### src/rtl/uart_pkg.sv
// UART shared definitions: frame state encoding, default baud divisor and
// parity-mode constants. Used by both the TX and RX frame engines.
package uart_pkg;

  typedef enum logic [2:0] {
    IDLE   = 3'd0,
    START  = 3'd1,
    DATA   = 3'd2,
    PARITY = 3'd3,
    STOP   = 3'd4
  } uart_state_e;

  // 100 MHz system clock / 9600 baud.
  localparam int unsigned DEFAULT_BAUD_DIV = 10417;

  // Parity mode select values.
  localparam logic PAR_EVEN = 1'b0;
  localparam logic PAR_ODD  = 1'b1;

  // Parity over up to 9 data bits. Narrower words are zero-extended, which
  // does not change the XOR.
  function automatic logic parity_bit(input logic [8:0] data, input logic odd);
    return (^data) ^ odd;
  endfunction

endpackage

### src/rtl/uart_bit_timer.sv
// Bit-period timer: counts 0..div-1 and flags the last clock of each bit.
// load_i restarts the count at load_val_i (TX loads 0, RX preloads half a
// bit so that it samples mid-bit).
module uart_bit_timer #(
  parameter int DIV_WIDTH = 16
) (
  input  logic                 clk,
  input  logic                 rst,
  input  logic                 load_i,
  input  logic [DIV_WIDTH-1:0] load_val_i,
  input  logic                 en_i,
  input  logic [DIV_WIDTH-1:0] div_i,
  output logic                 bit_done_o
);

  logic [DIV_WIDTH-1:0] cnt_q;
  logic [DIV_WIDTH-1:0] cnt_d;

  // Not gated by load_i: the TX ready path depends on this pulse while a
  // reload is happening in the same cycle.
  assign bit_done_o = en_i && (cnt_q == (div_i - DIV_WIDTH'(1)));

  // Next count: reload wins, wrap at the end of a bit, else count while enabled.
  always_comb begin
    cnt_d = cnt_q;
    if (load_i) begin
      cnt_d = load_val_i;
    end else if (bit_done_o) begin
      cnt_d = '0;
    end else if (en_i) begin
      cnt_d = cnt_q + DIV_WIDTH'(1);
    end
  end

  // Count register.
  always_ff @(posedge clk) begin
    if (rst) begin
      cnt_q <= '0;
    end else begin
      cnt_q <= cnt_d;
    end
  end

endmodule

### src/rtl/uart_tx_frame.sv
// UART transmitter frame engine: start bit, DATA_WIDTH data bits LSB first,
// optional parity bit, 1 or 2 stop bits, runtime bit period.
// Optional feature macro: UART_TX_PARITY_EN adds parity_en/parity_odd ports
// and the PARITY state; without it frames are start + data + stop.
//
// Handshake: a word transfers on any rising edge where tx_valid && tx_ready.
// tx_ready is high in IDLE and in the last clock of the last stop bit, so a
// source that keeps tx_valid high gets back-to-back frames with no idle
// clock. tx_data is not captured on any other edge.
module uart_tx_frame
  import uart_pkg::*;
#(
  parameter int DATA_WIDTH  = 8,
  parameter int DIV_WIDTH   = 16,
  parameter int DEFAULT_DIV = DEFAULT_BAUD_DIV
) (
  input  logic                  clk,
  input  logic                  rst,
  input  logic [DIV_WIDTH-1:0]  clk_div,
  input  logic                  stop2,
  input  logic                  tx_valid,
  input  logic [DATA_WIDTH-1:0] tx_data,
`ifdef UART_TX_PARITY_EN
  input  logic                  parity_en,
  input  logic                  parity_odd,
`endif
  output logic                  tx_ready,
  output logic                  txd,
  output logic                  busy
);

  localparam logic [DIV_WIDTH-1:0] DEF_DIV_W = DIV_WIDTH'(DEFAULT_DIV);
  localparam logic [3:0]           LAST_BIT  = 4'(DATA_WIDTH - 1);

  uart_state_e           state_q;
  logic [DATA_WIDTH-1:0] shift_q;
  logic [DIV_WIDTH-1:0]  div_q;
  logic                  stop2_q;
  logic [3:0]            bit_idx_q;
  logic                  stop_idx_q;
  logic                  txd_q;
  logic                  busy_q;
`ifdef UART_TX_PARITY_EN
  logic                  par_en_q;
  logic                  par_bit_q;
`endif

  logic                  bit_done;
  logic                  accept;
  logic                  last_stop;
  logic [DIV_WIDTH-1:0]  eff_div;

  // A zero divisor selects the default baud rate.
  assign eff_div   = (clk_div == '0) ? DEF_DIV_W : clk_div;
  assign last_stop = stop_idx_q || !stop2_q;
  assign tx_ready  = (state_q == IDLE) ||
                     ((state_q == STOP) && bit_done && last_stop);
  assign accept    = tx_valid && tx_ready;
  assign txd       = txd_q;
  assign busy      = busy_q;

  uart_bit_timer #(
    .DIV_WIDTH (DIV_WIDTH)
  ) u_timer (
    .clk        (clk),
    .rst        (rst),
    .load_i     (accept),
    .load_val_i ('0),
    .en_i       (state_q != IDLE),
    .div_i      (div_q),
    .bit_done_o (bit_done)
  );

  // Frame FSM: accept latches the word and settings; each bit end advances.
  always_ff @(posedge clk) begin
    if (rst) begin
      state_q    <= IDLE;
      shift_q    <= '0;
      div_q      <= '0;
      stop2_q    <= 1'b0;
      bit_idx_q  <= '0;
      stop_idx_q <= 1'b0;
      txd_q      <= 1'b1;
      busy_q     <= 1'b0;
`ifdef UART_TX_PARITY_EN
      par_en_q   <= 1'b0;
      par_bit_q  <= 1'b0;
`endif
    end else if (accept) begin
      state_q    <= START;
      shift_q    <= tx_data;
      div_q      <= eff_div;
      stop2_q    <= stop2;
      bit_idx_q  <= '0;
      stop_idx_q <= 1'b0;
      txd_q      <= 1'b0;
      busy_q     <= 1'b1;
`ifdef UART_TX_PARITY_EN
      par_en_q   <= parity_en;
      par_bit_q  <= parity_bit(9'(tx_data), parity_odd);
`endif
    end else if (bit_done) begin
      case (state_q)
        START: begin
          state_q <= DATA;
          txd_q   <= shift_q[0];
        end
        DATA: begin
          if (bit_idx_q == LAST_BIT) begin
`ifdef UART_TX_PARITY_EN
            if (par_en_q) begin
              state_q <= PARITY;
              txd_q   <= par_bit_q;
            end else begin
              state_q <= STOP;
              txd_q   <= 1'b1;
            end
`else
            state_q <= STOP;
            txd_q   <= 1'b1;
`endif
          end else begin
            bit_idx_q <= bit_idx_q + 4'd1;
            shift_q   <= shift_q >> 1;
            txd_q     <= shift_q[1];
          end
        end
`ifdef UART_TX_PARITY_EN
        PARITY: begin
          state_q <= STOP;
          txd_q   <= 1'b1;
        end
`endif
        STOP: begin
          if (!last_stop) begin
            stop_idx_q <= 1'b1;
          end else begin
            state_q <= IDLE;
            busy_q  <= 1'b0;
            txd_q   <= 1'b1;
          end
        end
        default: begin
          state_q <= IDLE;
          busy_q  <= 1'b0;
          txd_q   <= 1'b1;
        end
      endcase
    end
  end

endmodule

### config.mk
export PLATFORM = sky130hd
export DESIGN_NAME = uart_tx_frame
export DESIGN_NICKNAME = d
export VERILOG_FILES = /design/src/rtl/uart_pkg.sv /design/src/rtl/uart_bit_timer.sv /design/src/rtl/uart_tx_frame.sv
export SDC_FILE = /design/constraint.sdc
export NUM_CORES = 1
export LEC_CHECK = 0
export CAP_MARGIN = 10
export CORE_MARGIN = 4
export CORE_UTILIZATION = 52
export CTS_CLUSTER_DIAMETER = 150
export DETAILED_ROUTE_END_ITERATION = 8
export PLACE_DENSITY = 0.75
export SETUP_SLACK_MARGIN = 0.05
export SYNTH_ARGS = -nofsm -noshare
export SYNTH_HDL_FRONTEND = slang
export SYNTH_HIERARCHICAL = 1
export SYNTH_SLANG_ARGS = --single-unit
### constraint.sdc
create_clock -name clk -period 3.5 [get_ports clk]
set_input_delay 0.875 -clock clk [delete_from_list [all_inputs] [get_ports clk]]
set_output_delay 0.875 -clock clk [all_outputs]
set_load 0.02 [all_outputs]
Yosys cells after proc, flatten, opt, wreduce, memory -nomap -nowiden --
Index checks and enable logic that the tools add are counted.
Operators by class: magnitude comparators 0, mux-type cells 19, equal/unequal tests 11, bitwise operators 2, $add $sub $neg 3, reductions and logical operators 22, divide/modulo/power cells 0, shift-type cells 0, multipliers 0
Operators by type and width (number):
- $mux 8 | 4
- $reduce_and 3->1 | 6
- $add 16x1->16 const B | 1
- $eq 16x16->1 | 1
- $logic_not 16->1 | 1
- $mux 16 | 1
- $sub 16x1->16 const B | 1
- $mux 1 | 9
- $pmux 3 s3 | 1
- $mux 3 | 2
- $ne 2x2->1 const B | 3
- $ne 3x3->1 const B | 2
- $add 4x1->4 const B | 1
- $eq 4x3->1 const B | 1
- $logic_and 1x1->1 | 4
- $reduce_bool 2->1 | 2
- $reduce_or 2->1 | 2
- $eq 3x1->1 const B | 1
- $eq 3x2->1 const B | 1
- $eq 3x3->1 const B | 1
- $logic_not 3->1 | 1
- $pmux 1 s3 | 1
- $reduce_bool 3->1 | 1
- $reduce_or 3->1 | 1
- 6 further kinds | 8
Storage, ports and cells: bits in latches 0, input port bits 28, memories 0, bits in read-only memories 0, logic and storage cells 67, output and inout port bits 3, memory bits (writable) 0, register bits 51

Logic depth before layout (Yosys ltp) --
Gate-level depths: netlist of the first run.
depth in word-level cells 9, depth in mapped cells 18, depth with buffers taken out 15

By module --
Netlist of the first run, hierarchy kept.
By module, submodules not included:
- uart_bit_timer | area each 1559.0 um^2, times used 1, cells an instance 209, seq. area each 320.3 um^2
- uart_tx_frame | area each 1529.0 um^2, times used 1, cells an instance 162, seq. area each 700.7 um^2

Worst setup path before layout of the first run --
No wires, ideal clock.
kind register to register, start register div_q[0], end register u_timer.cnt_q[10], slack -0.280 ns, data required time 3.441 ns, arrival time 3.721 ns, buffers on the path 4, cell stages (with the launch flop) 19, period minus slack after synthesis 3.780 ns, setup time 0.059 ns, cell sequence dfxtp_1 inv_1 ha_1 or4b_1 buf_2 o31a_1 or4_1 o31ai_1 a41o_2 nand3_1 inv_1 clkbuf_2 o2111ai_2 inv_2 buf_6 buf_1 nor3_1 a2111oi_0 and2_1
Between the ends: longest elaborated chain between the ends 8
RTL lines:
- from (decl) | RTL line uart_tx_frame.sv:37 | logic [DIV_WIDTH-1:0] div_q;
- from (signal assigned) | RTL line uart_tx_frame.sv:92 | div_q <= eff_div;
- $sub 16x1->16 | RTL line uart_bit_timer.sv:21 | assign bit_done_o = en_i && (cnt_q == (div_i - DIV_WIDTH'(1)));
- $eq 16x16->1 | RTL line uart_bit_timer.sv:21
- $logic_and 1x1->1 | RTL line uart_bit_timer.sv:21
- via bit_done | RTL line uart_tx_frame.sv:48 | logic bit_done;
- $logic_and 1x1->1 (2 in series) | RTL line uart_tx_frame.sv:57 | ((state_q == STOP) && bit_done && last_stop);
- $logic_or 1x1->1 | RTL line uart_tx_frame.sv:56 | assign tx_ready = (state_q == IDLE) ||
- $logic_and 1x1->1 | RTL line uart_tx_frame.sv:58 | assign accept = tx_valid && tx_ready;
- via accept | RTL line uart_tx_frame.sv:49 | logic accept;
- $reduce_or 3->1 (no line)
- to (signal assigned) | RTL line uart_bit_timer.sv:40 | cnt_q <= cnt_d;
- to (decl) | RTL line uart_bit_timer.sv:16 | logic [DIV_WIDTH-1:0] cnt_q;
The timed path passes the listed nets, and every way through them passes these cells. A chain may end at the register's enable or synchronous reset.

Final worst setup path of the first run --
start register div_q[1], end output port tx_ready
Between the ends: longest elaborated chain between the ends 6
RTL lines:
- $sub 16x1->16 | RTL line uart_bit_timer.sv:21
- $eq 16x16->1 | RTL line uart_bit_timer.sv:21
- $logic_and 1x1->1 | RTL line uart_bit_timer.sv:21
- via bit_done | RTL line uart_tx_frame.sv:48
- $logic_and 1x1->1 (2 in series) | RTL line uart_tx_frame.sv:57
- $logic_or 1x1->1 | RTL line uart_tx_frame.sv:56
- to (decl) | RTL line uart_tx_frame.sv:27 | output logic tx_ready,
The timed path passes the listed nets, and every way through them passes these cells.

==> run_results.csv, run 1 <==
group,metric,value,unit
run_status,outcome,"completed",
logic_synthesis,netlist.area_leader.share,33.1,%
sta,max_freq,286,MHz
sta,finClkSkew,0.0144,ns
finish,fin_area,3870,um^2
sta,setup_viol_count_final,0,
global_route,grt_pass1_vias,2744,
clocking,clockBufferDepth,2,
clocking,cts_setup_buffers,0,
floorplan,die_area,7240,um^2
global_route,grt_max_degree,30,
place,numPortBuffers,30,
logic_synthesis,yosys.area.top_type,"dfxtp_1",
worst_setup_path,path_cells,"inv_2 > ha_4 > or4b_4 > o31a_1 > or4_1 > o31ai_1 > a41o_2 > nand3_4 > inv_2 > o211a_4 > buf_6",
sta,maxSlewViolCount,0,
drt,wl_met1,3.42,mm
sta,rsz0062_at_grt,"yes",
finish,post-route-util,68.6,%
logic_synthesis,synthFlopType,"dfxtp_1",
global_route,gr-usage-all-layers,20.9,%
finish,fillCellCount,479,
sta,finalHoldViolations,0,
logic_synthesis,synth.yosys.seq_area_share,33.1,%
worst_setup_path,crit_fanout,4,
clocking,clk_root_buffer_cell,"clkbuf_8",
logic_synthesis,synthCells,371,
finish,diodes,0,
logic_synthesis,synth_area,3090,um^2
clocking,path_clk_slew,0.10,ns
floorplan,ios,31,
place,gp_congestion,0.849,
worst_setup_path,critPathRequiredTime,2.62,ns
logic_synthesis,ys_top_cells_by_area,"dfxtp_1 (33%), xor2_1 (5.7%), nand2_1 (5.3%), a21oi_1 (5.2%), xnor2_1 (4.0%)",
sta,fin_crit_sh,99.9,%
hold_path,hold_path.startpoint,"div_q[15]$_SDFFE_PP0N_",
logic_synthesis,syn_area_per_cell,8.32,um^2
drt,dr_wl_met2,3.61,mm
drt,wl_met3,358,um
clocking,cts_sinks,51,
logic_synthesis,synthTopCellsByCount,"dfxtp_1 (51), nand2_1 (44), a21oi_1 (32)",
global_route,grt-ovfl-total,0,
floorplan,core,5640,um^2
logic_synthesis,ys_seq_elements,51,
drt,routed_wl,7.45,mm
drt,drc,0,
drt,firstDrtPassIters,4,
finish,drive_gt1_share,18.1,%
clocking,cts-htree-levels,2,
drt,wl_per_cell,14.6,um
flow_run,drv_cap,0,
logic_synthesis,synth-edff-count,0,
clocking,cts_buffers,5,
worst_setup_path,cp-end-kind,"output port",
logic_synthesis,ys_types,65,
drt,highest_layer,"met4",
worst_setup_path,cp_num_buf_inv,3,
drt,drtIter0Drc,165,
floorplan,die_y,85.1,um
global_route,grt_antenna_before_repair,0,
worst_setup_path,slowest_stage,"or4b_4",
global_route,grt_pass1_wl,12.5,mm
sta,period_minus_slack,3.50,ns
worst_setup_path,crit_family,"simple AND/OR/NAND/NOR gates",
drt,drt-vias-per-instance,5.64,
clocking,cts.hold.buffers_added,0,
worst_setup_path,r2r_start,"div_q[1]$_SDFFE_PP0N_",
floorplan,initial_utilization,54.7,%
worst_setup_path,cp_slowest_stage_delay,0.45,ns
place,dpl.hpwl,5.59,mm
worst_setup_path,criticalPathCategory,"flop to output port",
worst_setup_path,crit_path_frequent_cell,"inv_2",
drt,vias,2872,
logic_synthesis,yosysWarnings,6,
clocking,cts_tree,"built",
clocking,clk_latency,0.32,ns
worst_setup_path,start_kind,"flop",
floorplan,die_x,85.1,um
hold_path,min_path_type,"flop to flop",
power_and_ir_drop,p_per_area,385,nW/um^2
finish,nNetsFinal,467,
logic_synthesis,ys_async_sr_fraction,0,%
worst_setup_path,crit_start,"div_q[1]$_SDFFE_PP0N_",
power_and_ir_drop,peakVddDrop,0.000287,V
worst_setup_path,critPathArrivalTime,2.62,ns
drt,ant_nets,0,
finish,syn_to_final_growth,25.4,%
place,placed_area,3730,um^2
floorplan,rows,27,
power_and_ir_drop,cellLeakagePower,0.00151,uW
logic_synthesis,yosys.cell_count.top_type,"dfxtp_1",
[state kept, by name, indices dropped and copies added, names as in the netlist]
name / cells
bit_idx_q: 4
busy: 1
div_q: 16
shift_q: 8
state_q: 3
stop2_q: 1
stop_idx_q: 1
txd: 1
u_timer/cnt_q: 16
[layer usage]
layer | vias up | track usage, %
met3 | 7 | 4.17
met4 | 0 | 5.32
met2 | 64 | 35.7
met5 | - | 0
li1 | 1453 | -
met1 | 1348 | 26.9
[logic make-up after synthesis]
family	count (synthesis)	share of synthesized area (%)
mux	13	4.25
flops	51	33.1
simple gates	154	28.0
compound gates	85	18.8
buf+inv	30	4.86
xor+xnor	34	9.64
fa+ha+maj	3	1.22
other cells	1	0.121
[what timing repair did]
item | 4_1_cts | 5_1_grt
pin swaps | 0 | 1
gates cloned | 0 | 0
endpoints found under the setup margin | 1 | 18
gates resized for setup | 9 | 5
[path summary, 6_finish.rpt]
| kind | to | slack [ns] | cells after the start |
|---|---|---|---|
| max reg2reg | div_q[4]$_SDFFE_PP0N_ | 0.22 | 15 |
| max | tx_ready | 0.004 | 11 |
| min reg2reg | div_q[15]$_SDFFE_PP0N_ | 0.48 | 2 |
| min | div_q[15]$_SDFFE_PP0N_ | 0.48 | 2 |
[power by group]
group,switching (uW),internal [uW]
registers,45.8,626
clock network,210,144
logic,234,233
total,490,1000
[layout make-up]
type / count / area [um^2] / area share, %
multi-input cells: 305 / 2070 / 53.5
flip-flops and latches: 51 / 1020 / 26.4
repair buffers: 64 / 561 / 14.5
well taps: 72 / 90.1 / 2.33
clock buffers: 5 / 68.8 / 1.78
inverters: 9 / 33.8 / 0.873
clock inverters: 3 / 22.5 / 0.582
[worst register-to-register path: stages (launching register included)]
cell	delay (ns)
dfxtp_2	0.34
inv_2	0.06
ha_4	0.13
or4b_4	0.45
o31a_1	0.26
or4_1	0.39
o31ai_1	0.08
a41o_2	0.18
nand3_4	0.08
inv_2	0.07
buf_4	0.16
o2111ai_4	0.14
inv_2	0.15
buf_6	0.25
nand2_2	0.16
o221a_2	0.27
[layout by cell type, fill, tap and decap left out, types with 3 or more instances in the layout]
master / count
buf_4: 33
nand4_1: 6
nand3b_1: 5
clkbuf_8: 5
clkdlybuf4s50_1: 29
nor2b_1: 4
and2_1: 9
xor2_1: 20
o2bb2ai_1: 5
a21oi_1: 32
inv_1: 4
nor4_1: 4
and3_1: 5
o21ai_0: 17
o221a_2: 5
nand3_1: 12
dfxtp_1: 49
mux2i_1: 12
o31ai_1: 3
nand2b_1: 11
nor2_1: 13
conb_1: 16
xnor2_1: 14
nor3b_1: 7
nand2_1: 44
nor3_1: 10
nor3_2: 5
inv_2: 5
[stage by stage]
stage | cells | TNS, ns | worst slack (ns) | hold WS [ns] | power [uW]
2_1_floorplan | 386 | 0 | 0.102 | 0.435 | 972
3_3_place_gp | 501 | -0.117 | -0.117 | 0.459 | 1110
3_5_place_dp | 501 | -0.137 | -0.137 | 0.463 | 1130
4_1_cts | 509 | 0 | 0.00368 | 0.478 | 1480
5_1_grt | 509 | -0.117 | -0.117 | 0.502 | 1570
6_report | 509 | 0 | 0.00363 | 0.477 | 1490
(Power assumes the default switching activity.)
==> run 2, diff against run 1 <==
- CORE_UTILIZATION: 52 -> 51
- PLACE_DENSITY: 0.75 -> 0.74
- SLEW_MARGIN: not set -> 0
- SYNTH_HIERARCHICAL: 1 -> not set
==> run 2 against run 1 <==
Clock-buffer cell count up 1. Critical path depth down 2. Cell count down 9.4%. Non-clock buffer count down 4. Cell area down 9.0%. Register-to-register slack better by 0.22 ns. Combinational power down 34%. First-iteration DRC count up 28%. Critical endpoint unchanged. Largest cell class unchanged.
==> run_results.csv, run 2 <==
group,metric,value,unit
logic_synthesis,ys_seq_elements,51,
worst_setup_path,slowest_stage,"dfxtp_4",
global_route,grt-ovfl-total,0,
logic_synthesis,syn_area_per_cell,8.31,um^2
sta,totalNegativeSetupSlack,0,ns
sta,worst_pin_slew,0.690,ns
clocking,cts_buffers,5,
global_route,grt_max_degree,28,
drt,wl_per_cell,15.1,um
place,dpl.hpwl,5.15,mm
logic_synthesis,yosys.area.top_type,"dfxtp_1",
clocking,cts-htree-levels,2,
floorplan,ios,31,
logic_synthesis,synthCells,344,
global_route,grt_antenna_before_repair,0,
worst_setup_path,worstRegToRegCells,11,
sta,rsz0062_at_grt,"yes",
sta,setup_viol_count_final,0,
global_route,grt_pass1_wl,11.6,mm
logic_synthesis,synth.yosys.seq_area_share,35.7,%
finish,drive_gt1_share,14.6,%
hold_path,min_path_type,"flop to flop",
clocking,path_clk_slew,0.10,ns
place,gp_congestion,0.888,
logic_synthesis,yosysWarnings,0,
logic_synthesis,yosys.cell_count.top_type,"dfxtp_1",
finish,layout_commonest_cell,"dfxtp_1",
drt,drc,0,
sta,maxSlewViolCount,0,
sta,finalHoldViolations,0,
power_and_ir_drop,p_per_area,369,nW/um^2
logic_synthesis,synthTopCellsByCount,"dfxtp_1 (51), a21oi_1 (32), nor2_1 (32)",
worst_setup_path,crit_fanout,3,
sta,max_freq,300,MHz
floorplan,die_y,82.9,um
logic_synthesis,synth_fp_nets,375,
floorplan,die_x,82.9,um
worst_setup_path,crit_path_frequent_cell,"nor4_4",
worst_setup_path,critPathRequiredTime,2.62,ns
clocking,clk_latency,0.31,ns
sta,period_minus_slack,3.34,ns
drt,vias,2598,
clocking,clockBufferDepth,2,
flow_run,drv_cap,0,
drt,drt-vias-per-instance,5.64,
worst_setup_path,criticalPathCategory,"flop to output port",
worst_setup_path,path_cells,"nor4_4 > buf_4 > nand4b_1 > xnor2_2 > nor4_4 > o2111ai_2 > o21a_1 > inv_2 > buf_6",
worst_setup_path,cp_num_buf_inv,3,
finish,post-route-util,66.9,%
logic_synthesis,synthFlopType,"dfxtp_1",
drt,firstDrtPassIters,4,
place,numPortBuffers,30,
sta,fin_crit_sh,95.3,%
worst_setup_path,crit_family,"simple AND/OR/NAND/NOR gates",
clocking,cts.hold.buffers_added,0,
power_and_ir_drop,peakVddDrop,0.000317,V
hold_path,min_path_cells,2,
worst_setup_path,start_kind,"flop",
worst_setup_path,worstReg2RegEnd,"bit_idx_q[3]$_SDFFE_PP0P_",
worst_setup_path,cp-end-kind,"output port",
drt,routed_wl,6.96,mm
clocking,cts_tree,"built",
logic_synthesis,ys_types,54,
finish,nNetsFinal,421,
hold_path,hold_path.startpoint,"busy$_SDFFE_PP0P_",
run_status,outcome,"completed",
power_and_ir_drop,cellLeakagePower,0.00133,uW
worst_setup_path,r2r_start,"div_q[1]$_SDFFE_PP0N_",
clocking,clk_root_buffer_cell,"clkbuf_8",
logic_synthesis,synth-edff-count,0,
worst_setup_path,r2r_slack,0.44,ns
clocking,cts_sinks,51,
finish,diodes,0,
floorplan,die_area,6860,um^2
logic_synthesis,ys_async_sr_fraction,0,%
drt,ant_nets,0,
finish,syn_to_final_growth,23.3,%
logic_synthesis,ys_top_cells_by_area,"dfxtp_1 (36%), xor2_1 (6.1%), a21oi_1 (5.6%), xnor2_1 (4.9%), nor2_1 (4.2%)",
global_route,gr-usage-all-layers,20.1,%
floorplan,initial_utilization,54.2,%
finish,reg_top3,"div_q (16), u_timer.cnt_q (16), shift_q (8)",
logic_synthesis,synth_area,2860,um^2
drt,drtIter0Drc,212,
logic_synthesis,netlist.area_leader.share,35.7,%
sta,finClkSkew,0.00946,ns
floorplan,rows,26,
sta,slew-limit-headroom,54.0,%
worst_setup_path,critPathArrivalTime,2.46,ns
worst_setup_path,cp_slowest_stage_delay,0.37,ns
hold_path,hold_end,"busy$_SDFFE_PP0P_",
finish,final_cell_mix,"dfxtp_1 (48), nor2_1 (32), a21oi_1 (32), clkdlybuf4s50_1 (29), buf_4 (29)",
floorplan,core,5270,um^2
global_route,grt_pass1_vias,2431,
-- run 2: kinds of logic after synthesis --
group,count (synthesis),share of synthesized area (%)
adder cells (fa/ha/maj),3,1.31
AND/OR/NAND/NOR,125,24.7
AO/OA/AOI/OAI,82,17.8
XOR/XNOR,36,11.0
multiplexers,10,3.50
buffers and inverters,37,5.91
flip-flops,51,35.7
-- run 2: how the worst max path moves through the flow --
stage / startpoint / end / slack, ns / cells past startpoint
after CTS: div_q[1]$_SDFFE_PP0N_ / tx_ready / 0.08 / 10
after global routing: div_q[1]$_SDFFE_PP0N_ / tx_ready / -0.02 / 9
after global placement: div_q[0]$_SDFFE_PP0N_ / tx_ready / 0.06 / 10
after detailed placement: div_q[0]$_SDFFE_PP0N_ / tx_ready / -0.002 / 10
after floorplan: div_q[8]$_SDFFE_PP0N_ / tx_ready / 0.40 / 9
final: div_q[1]$_SDFFE_PP0N_ / tx_ready / 0.16 / 9
-- run 2: final cells by class --
cell class                      count  area (um^2)
Sequential cell                    51         1030
Tap cell                           70         87.6
Timing Repair Buffer               60          539
Inverter                           16         60.1
Multi-Input combinational cell    256         1710
Fill cell                         476         1750
Clock buffer                        6         82.6
Clock inverter                      2         16.3
-- run 2: layer usage --
layer	vias up	global-route usage, %	share of wire (%)
met1	1183	28.9	47
met2	82	31.8	45
li1	1329	-	-
met5	-	0	0
met3	4	3.66	7.4
met4	0	3.57	0.66
-- run 2: timing repair --
action,4_1_cts,5_1_grt
gates resized for setup,6,11
endpoints found under the setup margin,1,1
gates cloned,0,0
pin swaps,0,6
buffers inserted,0,6
-- run 2: where the power goes --
part | switching (uW) | internal (uW) | leakage, uW
clock | 200 | 162 | 0.0000474
combinational | 156 | 153 | 0.000862
sequential | 22.8 | 606 | 0.000418
-- run 2: worst reg2reg max path: cells and delay by family (launching register included) --
kind | cells | cell delay [ns]
compound gates | 2 | 0.41
xor+xnor | 1 | 0.21
buf+inv | 3 | 0.66
flops | 1 | 0.37
simple gates | 5 | 1.28
-- run 2: stage by stage --
stage               hold slack, ns  total power [uW]  setup WS, ns  std cells  area, um^2
CTS                          0.486              1280        0.0829        455        3430
floorplan                    0.457               806         0.403        344        2860
detailed placement           0.469               916      -0.00205        447        3320
finish                       0.485              1300         0.164        461        3520
global placement             0.461               911        0.0593        447        3320
global route                 0.509              1360       -0.0234        461        3520
